--- config.mk ---
export PLATFORM = sky130hd
export DESIGN_NAME = elapsed_time_counter_flat
export DESIGN_NICKNAME = d
export VERILOG_FILES = /design/src/rtl/timer_pkg.sv /design/src/rtl/elapsed_time_counter_if.sv /design/src/rtl/tick_gen.sv /design/src/rtl/elapsed_time_counter.sv /design/src/flat_wrapper.sv
export SDC_FILE = /design/constraint.sdc
export NUM_CORES = 1
export LEC_CHECK = 0
export BUFFER_PORTS_ARGS = -buffer_cell sky130_fd_sc_hd__buf_4
export CORE_UTILIZATION = 61
export DETAILED_ROUTE_END_ITERATION = 8
export GPL_ROUTABILITY_DRIVEN = 0
export HOLD_SLACK_MARGIN = 0.12
export PLACE_DENSITY = 0.94
export SETUP_SLACK_MARGIN = 0.3
export SYNTH_ARGS = -nofsm -noshare
export SYNTH_HDL_FRONTEND = slang
export SYNTH_SLANG_ARGS = --single-unit
--- constraint.sdc ---
create_clock -name CLOCK_50 -period 4.8 [get_ports CLOCK_50]
set_input_delay 0.48 -clock CLOCK_50 [delete_from_list [all_inputs] [get_ports CLOCK_50]]
set_output_delay 0.48 -clock CLOCK_50 [all_outputs]
set_load 0.1 [all_outputs]
--- src/rtl/timer_pkg.sv ---
// Shared timer definitions for the alarm datapath: state encoding and day length.
// Latency: n/a (types and constants only).
// Backpressure: n/a.
package timer_pkg;

  // Elapsed-time state machine encoding. The values are fixed because other
  // blocks decode the state directly.
  typedef enum logic [1:0] {
    IDLE    = 2'd0,
    RUNNING = 2'd1,
    PAUSED  = 2'd2
  } state_t;

  // One day in seconds. The HH:MM:SS display decoder also uses this value.
  localparam int unsigned SECONDS_PER_DAY = 86400;

endpackage

--- src/rtl/elapsed_time_counter_if.sv ---
// Command/status bundle between the alarm controller and the elapsed-time counter.
// Latency: n/a (wires only).
// Backpressure: none. Commands are levels sampled every cycle, and status is always valid.
//
// Ports:
//   start, stop, clear   : command levels (controller -> counter)
//   limit_seconds        : deadline in seconds, 0 = disabled
//   total_seconds_elapsed: registered seconds count
//   tick_1hz             : one-cycle pulse when the count changes
//   limit_reached        : one-cycle pulse when the count lands on the deadline
//   running              : counter is in RUNNING
interface elapsed_time_counter_if;

  logic        start;
  logic        stop;
  logic        clear;
  logic [31:0] limit_seconds;
  logic [31:0] total_seconds_elapsed;
  logic        tick_1hz;
  logic        limit_reached;
  logic        running;

  modport master (
    output start, stop, clear, limit_seconds,
    input  total_seconds_elapsed, tick_1hz, limit_reached, running
  );

  modport slave (
    input  start, stop, clear, limit_seconds,
    output total_seconds_elapsed, tick_1hz, limit_reached, running
  );

endinterface

--- src/rtl/tick_gen.sv ---
// Prescaler: divides the clock by CLK_FREQ_HZ and flags the edge where a second completes.
// Latency: tick is combinational from the prescaler state and is valid on the wrapping edge.
// Backpressure: none. While enable is low the prescaler simply holds its value.
//
// Ports:
//   clk, resetn : clock, synchronous active-low reset
//   enable      : advance the prescaler this cycle
//   restart     : zero the prescaler (fresh start from IDLE)
//   hold_clear  : zero the prescaler and suppress any tick (clear command)
//   tick        : the prescaler wraps on this edge
module tick_gen #(
  parameter int unsigned CLK_FREQ_HZ = 50_000_000
) (
  input  logic clk,
  input  logic resetn,
  input  logic enable,
  input  logic restart,
  input  logic hold_clear,
  output logic tick
);

  localparam int unsigned   PW   = $clog2(CLK_FREQ_HZ);
  localparam logic [PW-1:0] LAST = PW'(CLK_FREQ_HZ - 1);

  logic [PW-1:0] presc;
  logic          at_last;

  assign at_last = (presc == LAST);

  // When enable is gated off at LAST, the prescaler holds at LAST. The
  // suppressed tick then fires on the first enabled edge after resuming.
  assign tick = enable && !hold_clear && !restart && at_last;

  always_ff @(posedge clk) begin
    if (!resetn) begin
      presc <= '0;
    end else if (hold_clear || restart) begin
      presc <= '0;
    end else if (enable) begin
      presc <= at_last ? '0 : presc + PW'(1);
    end
  end

endmodule

--- src/rtl/elapsed_time_counter.sv ---
// Elapsed-seconds counter: 1 Hz tick, wrapping seconds count, and deadline pulse for entry-delay expiry.
// Latency: a command sampled at edge k takes effect at edge k. All outputs are registered and update after that edge.
// Backpressure: none. Commands are levels with priority clear > stop > start.
//
// Ports:
//   CLOCK_50 : sole clock, rising edge
//   resetn   : synchronous active-low reset
//   bus      : elapsed_time_counter_if.slave (commands, deadline, count/tick/limit/running status)
module elapsed_time_counter
  import timer_pkg::*;
#(
  parameter int unsigned CLK_FREQ_HZ = 50_000_000,
  parameter int unsigned MAX_SECONDS = 86399
) (
  input  logic                   CLOCK_50,
  input  logic                   resetn,
  elapsed_time_counter_if.slave  bus
);

  localparam logic [31:0] MAX_COUNT = 32'(MAX_SECONDS);

  state_t      state;
  state_t      state_nxt;
  logic        presc_en;
  logic        presc_restart;
  logic        presc_hold_clear;
  logic        presc_tick;
  logic [31:0] count;
  logic [31:0] count_inc;
  logic        tick_q;
  logic        limit_q;

  tick_gen #(
    .CLK_FREQ_HZ (CLK_FREQ_HZ)
  ) u_tick_gen (
    .clk        (CLOCK_50),
    .resetn     (resetn),
    .enable     (presc_en),
    .restart    (presc_restart),
    .hold_clear (presc_hold_clear),
    .tick       (presc_tick)
  );

  always_ff @(posedge CLOCK_50) begin
    if (!resetn) begin
      state <= IDLE;
    end else begin
      state <= state_nxt;
    end
  end

  // The prescaler runs only on RUNNING edges that are not also being stopped.
  // A stop that lands on the wrap edge therefore holds the prescaler at its
  // last value rather than losing the tick.
  always_comb begin
    state_nxt        = state;
    presc_en         = 1'b0;
    presc_restart    = 1'b0;
    presc_hold_clear = 1'b0;
    if (bus.clear) begin
      state_nxt        = IDLE;
      presc_hold_clear = 1'b1;
    end else begin
      case (state)
        IDLE: begin
          if (bus.start && !bus.stop) begin
            state_nxt     = RUNNING;
            presc_restart = 1'b1;
          end
        end
        RUNNING: begin
          if (bus.stop) begin
            state_nxt = PAUSED;
          end else begin
            presc_en = 1'b1;
          end
        end
        PAUSED: begin
          // The prescaler is left as is, so the partial second carries over.
          if (bus.start && !bus.stop) begin
            state_nxt = RUNNING;
          end
        end
        default: state_nxt = IDLE;
      endcase
    end
  end

  assign count_inc = (count == MAX_COUNT) ? 32'd0 : count + 32'd1;

  // tick_1hz and limit_reached are registered together with the count, so
  // they line up with the new value.
  always_ff @(posedge CLOCK_50) begin
    if (!resetn) begin
      count   <= '0;
      tick_q  <= 1'b0;
      limit_q <= 1'b0;
    end else begin
      tick_q  <= 1'b0;
      limit_q <= 1'b0;
      if (presc_hold_clear) begin
        count <= '0;
      end else if (presc_tick) begin
        count   <= count_inc;
        tick_q  <= 1'b1;
        limit_q <= (bus.limit_seconds != 32'd0) && (count_inc == bus.limit_seconds);
      end
    end
  end

  assign bus.total_seconds_elapsed = count;
  assign bus.tick_1hz              = tick_q;
  assign bus.limit_reached         = limit_q;
  assign bus.running               = (state == RUNNING);

endmodule

--- src/flat_wrapper.sv ---
// flat-port wrapper written by rule: the top's interface ports become plain ports
module elapsed_time_counter_flat import timer_pkg::*;
#(
  parameter int unsigned CLK_FREQ_HZ = 50_000_000,
  parameter int unsigned MAX_SECONDS = 86399
)
  (CLOCK_50, resetn, bus_start, bus_stop, bus_clear, bus_limit_seconds, bus_total_seconds_elapsed, bus_tick_1hz, bus_limit_reached, bus_running);
  elapsed_time_counter_if bus_i ();
  input  logic CLOCK_50;
  input  logic resetn;
  input wire logic [$bits(bus_i.start)-1:0] bus_start;
  input wire logic [$bits(bus_i.stop)-1:0] bus_stop;
  input wire logic [$bits(bus_i.clear)-1:0] bus_clear;
  input wire logic [$bits(bus_i.limit_seconds)-1:0] bus_limit_seconds;
  output wire logic [$bits(bus_i.total_seconds_elapsed)-1:0] bus_total_seconds_elapsed;
  output wire logic [$bits(bus_i.tick_1hz)-1:0] bus_tick_1hz;
  output wire logic [$bits(bus_i.limit_reached)-1:0] bus_limit_reached;
  output wire logic [$bits(bus_i.running)-1:0] bus_running;
  assign bus_i.start = bus_start;
  assign bus_i.stop = bus_stop;
  assign bus_i.clear = bus_clear;
  assign bus_i.limit_seconds = bus_limit_seconds;
  assign bus_total_seconds_elapsed = bus_i.total_seconds_elapsed;
  assign bus_tick_1hz = bus_i.tick_1hz;
  assign bus_limit_reached = bus_i.limit_reached;
  assign bus_running = bus_i.running;
  elapsed_time_counter #(.CLK_FREQ_HZ(CLK_FREQ_HZ), .MAX_SECONDS(MAX_SECONDS)) u_core (.CLOCK_50(CLOCK_50), .resetn(resetn), .bus(bus_i));
endmodule
Yosys cells after proc, flatten, opt, wreduce, memory -nomap -nowiden
Index checks and enable logic that the tools add are counted.
{"block": "word_totals", "output_inout_bits": 35, "regBits": 62, "in_bits": 37, "elab_cells": 46}
{"block": "op_classes", "n_reduce_logical": 17, "n_eq_ne": 7, "mux": 13, "bitwise": 2, "add_sub_neg": 2}
{"cell": "$add A32 B1 Y32 const B", "count": 1}
{"cell": "$eq A32 B17 Y1 const B", "count": 1}
{"cell": "$eq A32 B32 Y1", "count": 1}
{"cell": "$mux W32", "count": 1}
{"cell": "$reduce_bool A32 Y1", "count": 1}
{"cell": "$add A26 B1 Y26 const B", "count": 1}
{"cell": "$eq A26 B26 Y1 const B", "count": 1}
{"cell": "$mux W26", "count": 1}
{"cell": "$mux W1", "count": 8}
{"cell": "$reduce_or A2 Y1", "count": 4}
{"cell": "$logic_and A1 B1 Y1", "count": 5}
{"cell": "$mux W2", "count": 2}
{"cell": "$pmux W2 S2", "count": 1}
{"cell": "$logic_not A1 Y1", "count": 3}
{"cell": "$reduce_or A3 Y1", "count": 1}
{"cell": "$eq A2 B1 Y1 const B", "count": 1}
{"cell": "$eq A2 B2 Y1 const B", "count": 1}
{"cell": "$logic_not A2 Y1", "count": 1}
{"cell": "$ne A2 B1 Y1 const B", "count": 1}
{"cell": "$ne A2 B2 Y1 const B", "count": 1}
{"cell": "$not A1 Y1", "count": 2}
{"cell": "$reduce_and A2 Y1", "count": 1}
{"cell": "$logic_or A1 B1 Y1", "count": 1}

Longest topological paths before layout
{"block": "depth", "ltp_word": 10, "ltp_mapped": 9, "depth_no_buf": 8}

By module
From an unflattened synthesis, not the netlist that was laid out.
{"block": "hier_totals", "cells_unflattened": 540, "area_unflattened_um2": 4201.5}
{"mod": "elapsed_time_counter", "seq_area_each_um2": 720.7, "area_per_inst_um2": 2881.5, "cells_per_inst": 384, "instances": 1}
{"mod": "tick_gen", "seq_area_each_um2": 520.5, "area_per_inst_um2": 1320.0, "cells_per_inst": 156, "instances": 1}

Worst setup path before layout
Ideal clock, no wire load.
{"block": "synth_path", "kind": "register to register", "startpoint": "register u_core.count[1] (netlist: u_core.bus.total_seconds_elapsed[1])", "endpoint": "register u_core.limit_q (netlist: u_core.bus.limit_reached)", "path_buffers": 0, "arrival_ns": 2.993, "setup_time_ns": 0.061, "path_slack_ns": 1.746, "synth_period_minus_slack_ns": 3.054, "stages_incl_launch_ff": 9, "required_time_ns": 4.739, "path_cell_list": "dfxtp_1 ha_1 and3_1 nand2_1 nor4_4 o2111ai_1 nor4_1 nand4_1 and4bb_1"}
{"block": "synth_between", "elab_chain_len": 4, "elab_cells_between_ends": 5, "cone_classes": "1 x add/sub; 2 x eq/ne; 1 x mux; 1 x reduce/logical"}
{"element": "from (decl)", "line": "elapsed_time_counter.sv:28", "source": "logic [31:0] count;"}
{"element": "from (signal assigned)", "line": "elapsed_time_counter.sv:104", "source": "count <= count_inc;"}
{"element": "$add A32 B1 Y32 / $eq A32 B17 Y1 (equally long branches)", "line": "elapsed_time_counter.sv:89", "source": "assign count_inc = (count == MAX_COUNT) ? 32'd0 : count + 32'd1;"}
{"element": "$mux W32 (*)", "line": "elapsed_time_counter.sv:89"}
{"element": "$eq A32 B32 Y1 (*)", "line": "elapsed_time_counter.sv:106", "source": "limit_q <= (bus.limit_seconds != 32'd0) && (count_inc == bus.limit_seconds);"}
{"element": "$logic_and A1 B1 Y1 (*)", "line": "elapsed_time_counter.sv:106"}
{"element": "to (signal assigned)", "line": "elapsed_time_counter.sv:106"}
{"element": "to (decl)", "line": "elapsed_time_counter.sv:31", "source": "logic limit_q;"}
Every way passes the cells marked *; elsewhere a longest branch is shown, timed or not.
A chain may end at the register's enable or synchronous reset.

Final worst setup path
{"block": "layout_path", "startpoint": "register u_core.count[0] (netlist: u_core.bus.total_seconds_elapsed[0])", "endpoint": "register u_core.limit_q (netlist: u_core.bus.limit_reached)"}
The elaborated chain is that of the path after synthesis.

==> impl_table.tex <==
\begin{tabular}{lr}
\hline
Metric & Value \\
\hline
\multicolumn{2}{l}{\textbf{Outcome}} \\
Result of the run & complete, no violations \\
\multicolumn{2}{l}{\textbf{Final layout}} \\
Sequential cell area & 0.00124 sq mm \\
Final antenna diode count & 0 \\
Final std cell area, no fill & 0.00481 sq mm \\
Post-synthesis to final-layout area growth & 18.7\% \\
Number of nets in the finished design & 614 \\
Total area of multi-input combinational cells & 0.00264 sq mm \\
Share of layout cells above drive strength 1 & 0.178 \\
Count of filler cells inserted in the layout & 431 \\
\multicolumn{2}{l}{\textbf{Timing}} \\
Max Slew Vio Count & 0 \\
Setup repair after global routing missed its margin & false \\
Fin crit share & 0.651 \\
Final worst path period need & 3120 ps \\
Maximum frequency from static timing analysis & 0.320 GHz \\
Final worst clock skew & 9.21 ps \\
Final-report hold violation count & 0 \\
Worst Tran Pin Value & 1330 ps \\
Setup Total Neg Slack & 0 ps \\
Final setup violation count & 0 \\
Tightest slew margin relative to the limit & 0.108 \\
\multicolumn{2}{l}{\textbf{Drt}} \\
Initial drt markers & 595 \\
Drt wl/cell & 17.2 um \\
Via Count & 4224 \\
Residual DRC & 0 \\
Total length of routed wires & 11.3 mm \\
Routed vias/inst & 6.43 \\
Antenna Violating Nets Remaining & 0 \\
Pre-Repair DR Iteration Count & 5 \\
\multicolumn{2}{l}{\textbf{Critical path}} \\
Worst Reg2Reg Path Length in Cells & 8 \\
Capturing point of the worst reg2reg path & u\_core.bus.limit\_reached\$\_SDFF\_PP0\_ \\
Kind of critical path & flip-flop to flip-flop \\
Worst Setup Start Kind & flip-flop \\
Setup slack on the worst flop-to-flop path & 1680 ps \\
WP data arrival & 3420 ps \\
Worst path required time & 5090 ps \\
Largest driver fanout on the critical path & 18 \\
Kind of capture point of the worst setup path & flip-flop \\
Reg-to-Reg Start & u\_core.bus.total\_seconds\_elapsed[0]\$\_SDFFE\_PP0P\_ \\
\multicolumn{2}{l}{\textbf{Place}} \\
Placed cell area & 0.00457 sq mm \\
Number of I/O port buffers & 71 \\
HPWL Detailed & 7.99 mm \\
\multicolumn{2}{l}{\textbf{CTS}} \\
Post-cts sizing count & 0 \\
Clock sink total & 62 \\
Worst-Skew Late Latency & 350 ps \\
TritonCTS clock tree & yes \\
Clock transition at path regs & 70 ps \\
Number of buffers created by CTS & 9 \\
Clock buffer depth & 2 \\
CTS root buffer & clkbuf\_8 \\
Setup Buffers After CTS & 0 \\
Hold Buf Count CTS & 0 \\
CTS H-tree depth & 3 \\
\multicolumn{2}{l}{\textbf{Die}} \\
Die X & 83.5 um \\
DIE AREA & 0.00697 sq mm \\
\# rows & 29 \\
Die boundary height & 83.5 um \\
Core ar. & 0.00639 sq mm \\
Effective utilization at floorplan & 0.634 \\
I/O pins & 72 \\
\multicolumn{2}{l}{\textbf{Flow run}} \\
Number of maximum-capacitance constraint violations & 0 \\
\multicolumn{2}{l}{\textbf{Min path}} \\
Hold-critical path endpoint & u\_core.state[0]\$\_SDFFE\_PP0P\_ \\
Hold/Removal Path Class & primary input to flip-flop \\
Depth of the worst hold-timing path & 2 \\
Min-delay src & bus\_stop \\
\multicolumn{2}{l}{\textbf{GRT}} \\
Met1 track demand over resource in global routing & 0.392 \\
All-layer global routing usage & 0.330 \\
First-pass GRT wire length & 18.6 mm \\
Antenna violations before repair & 0 \\
M3 GR Usage & 0.0989 \\
Largest net degree at the start of global routing & 35 \\
Total global routing overflow & 0 \\
Global routing's busiest layer & met2 \\
Vias in the first global route & 3951 \\
Met2 Usage GRT & 0.540 \\
\multicolumn{2}{l}{\textbf{Logic synthesis}} \\
Count of different cell masters after synthesis & 60 \\
Post-Syn Area per Cell & 7.83 sq um \\
Number of synthesis warnings & 0 \\
Register area share after synthesis & 0.306 \\
Ys flop type & dfxtp\_1 \\
Cell count after synthesis & 517 \\
Netlist area before placement & 0.00405 sq mm \\
Asr flop ratio synth & 0 \\
Synthesized net count & 556 \\
Flops \& latches, synth & 62 \\
Number of enable-type register cells in the synthesized netlist & 0 \\
\multicolumn{2}{l}{\textbf{Power}} \\
Post-layout power & 1.13 mW \\
Max VDD drop & 0.267 mV \\
Total power per unit cell area & 236 mW/mm\^{}2 \\
Leak Pwr & 1.66 nW \\
\hline
\end{tabular}
synthesized netlist by cell type, drive strengths merged, types with 11 or more instances:
cell type	n	area, sq um
xor2	35	307
nor4	23	180
clkbuf	13	48.8
a21oi	25	125
o21ai	22	110
dfxtp	62	1240
nor2	71	269
or3	12	75.1
buf	11	57.6
xnor2	47	412
inv	16	60.1
nand2	41	154
nand3	19	113
nor3	16	91.3
nand4	27	181
worst max-delay path by stage:
| stage | endpoint | from |
|---|---|---|
| 2_1_floorplan | u_core.bus.limit_reached$_SDFF_PP0_ | u_core.bus.total_seconds_elapsed[1]$_SDFFE_PP0P_ |
| 6_report | u_core.bus.limit_reached$_SDFF_PP0_ | u_core.bus.total_seconds_elapsed[0]$_SDFFE_PP0P_ |
| 5_1_grt | u_core.bus.limit_reached$_SDFF_PP0_ | u_core.bus.total_seconds_elapsed[0]$_SDFFE_PP0P_ |
| 4_1_cts | u_core.bus.limit_reached$_SDFF_PP0_ | u_core.bus.total_seconds_elapsed[0]$_SDFFE_PP0P_ |
| 3_3_place_gp | u_core.bus.limit_reached$_SDFF_PP0_ | u_core.bus.total_seconds_elapsed[0]$_SDFFE_PP0P_ |
| 3_5_place_dp | u_core.bus.limit_reached$_SDFF_PP0_ | u_core.bus.total_seconds_elapsed[0]$_SDFFE_PP0P_ |
state kept, by name (all words and copies together) (netlist names):
register and flops:
u_core.bus.tick_1hz 1, u_core.bus.total_seconds_elapsed 32, u_core.u_tick_gen.presc 26, u_core.bus.limit_reached 1, u_core.state 2
cells by family after synthesis:
kind of cell	Yosys count	synth area share
buf+inv	40	0.0411
compound gates	68	0.101
xor+xnor	82	0.177
fa+ha+maj	2	0.00618
simple gates	261	0.362
mux	2	0.00525
flops	62	0.306
layout by cell type, fill, tap and decap left out, drive strengths merged, types with 3 or more instances in the layout:
cell	count
nand4	27
nor3	16
nor4	23
a21oi	25
and3	10
or2	6
nor2b	3
dfxtp	62
xor2	35
nand2	41
and4	4
nor2	71
o2111ai	3
buf	71
nor4bb	3
or3	12
nand2b	4
xnor2	47
nand3b	6
nand3	19
inv	16
clkbuf	13
nor4b	3
o21ai	22
and2	4
stage by stage:
stage / std cells / hold slack [ps] / setup WS (ps) / utilization
CTS: 657 / 359 / 1750 / 0.753
detailed placement: 641 / 472 / 1790 / 0.716
global route: 657 / 368 / 1460 / 0.753
global placement: 641 / 462 / 1910 / 0.716
finish: 657 / 363 / 1680 / 0.753
floorplan: 517 / 453 / 1750 / -
layer usage:
metal / routed length, um / up-vias
li1: - / 1958
met1: 4330 / 1917
met2: 5180 / 279
met3: 1220 / 70
met4: 590 / 0
met5: 0 / -
final cells by class:
type | instances | area share
clock buffer | 13 | 0.0351
clock inverter | 3 | 0.0135
inverter | 16 | 0.0125
multi-input combinational | 415 | 0.550
sequential | 62 | 0.258
tap | 77 | 0.0200
timing repair buffer | 71 | 0.111
power breakdown:
group | switching, mW | internal, mW | leakage (nW) | total (mW)
Combinational | 0.0401 | 0.0361 | 1.04 | 0.0762
Clock | 0.208 | 0.334 | 0.120 | 0.543
Sequential | 0.000393 | 0.515 | 0.499 | 0.515
Total | 0.249 | 0.885 | 1.66 | 1.13
worst max-delay path, cell delays in order (launching register included):
cell,delay [ps]
dfxtp_1,500
ha_1,320
and3_1,300
nand2_1,240
nor4_4,810
o2111ai_1,210
nor4_1,290
nand4_1,120
and4bb_1,260
Power figures use the tool's default switching activity.
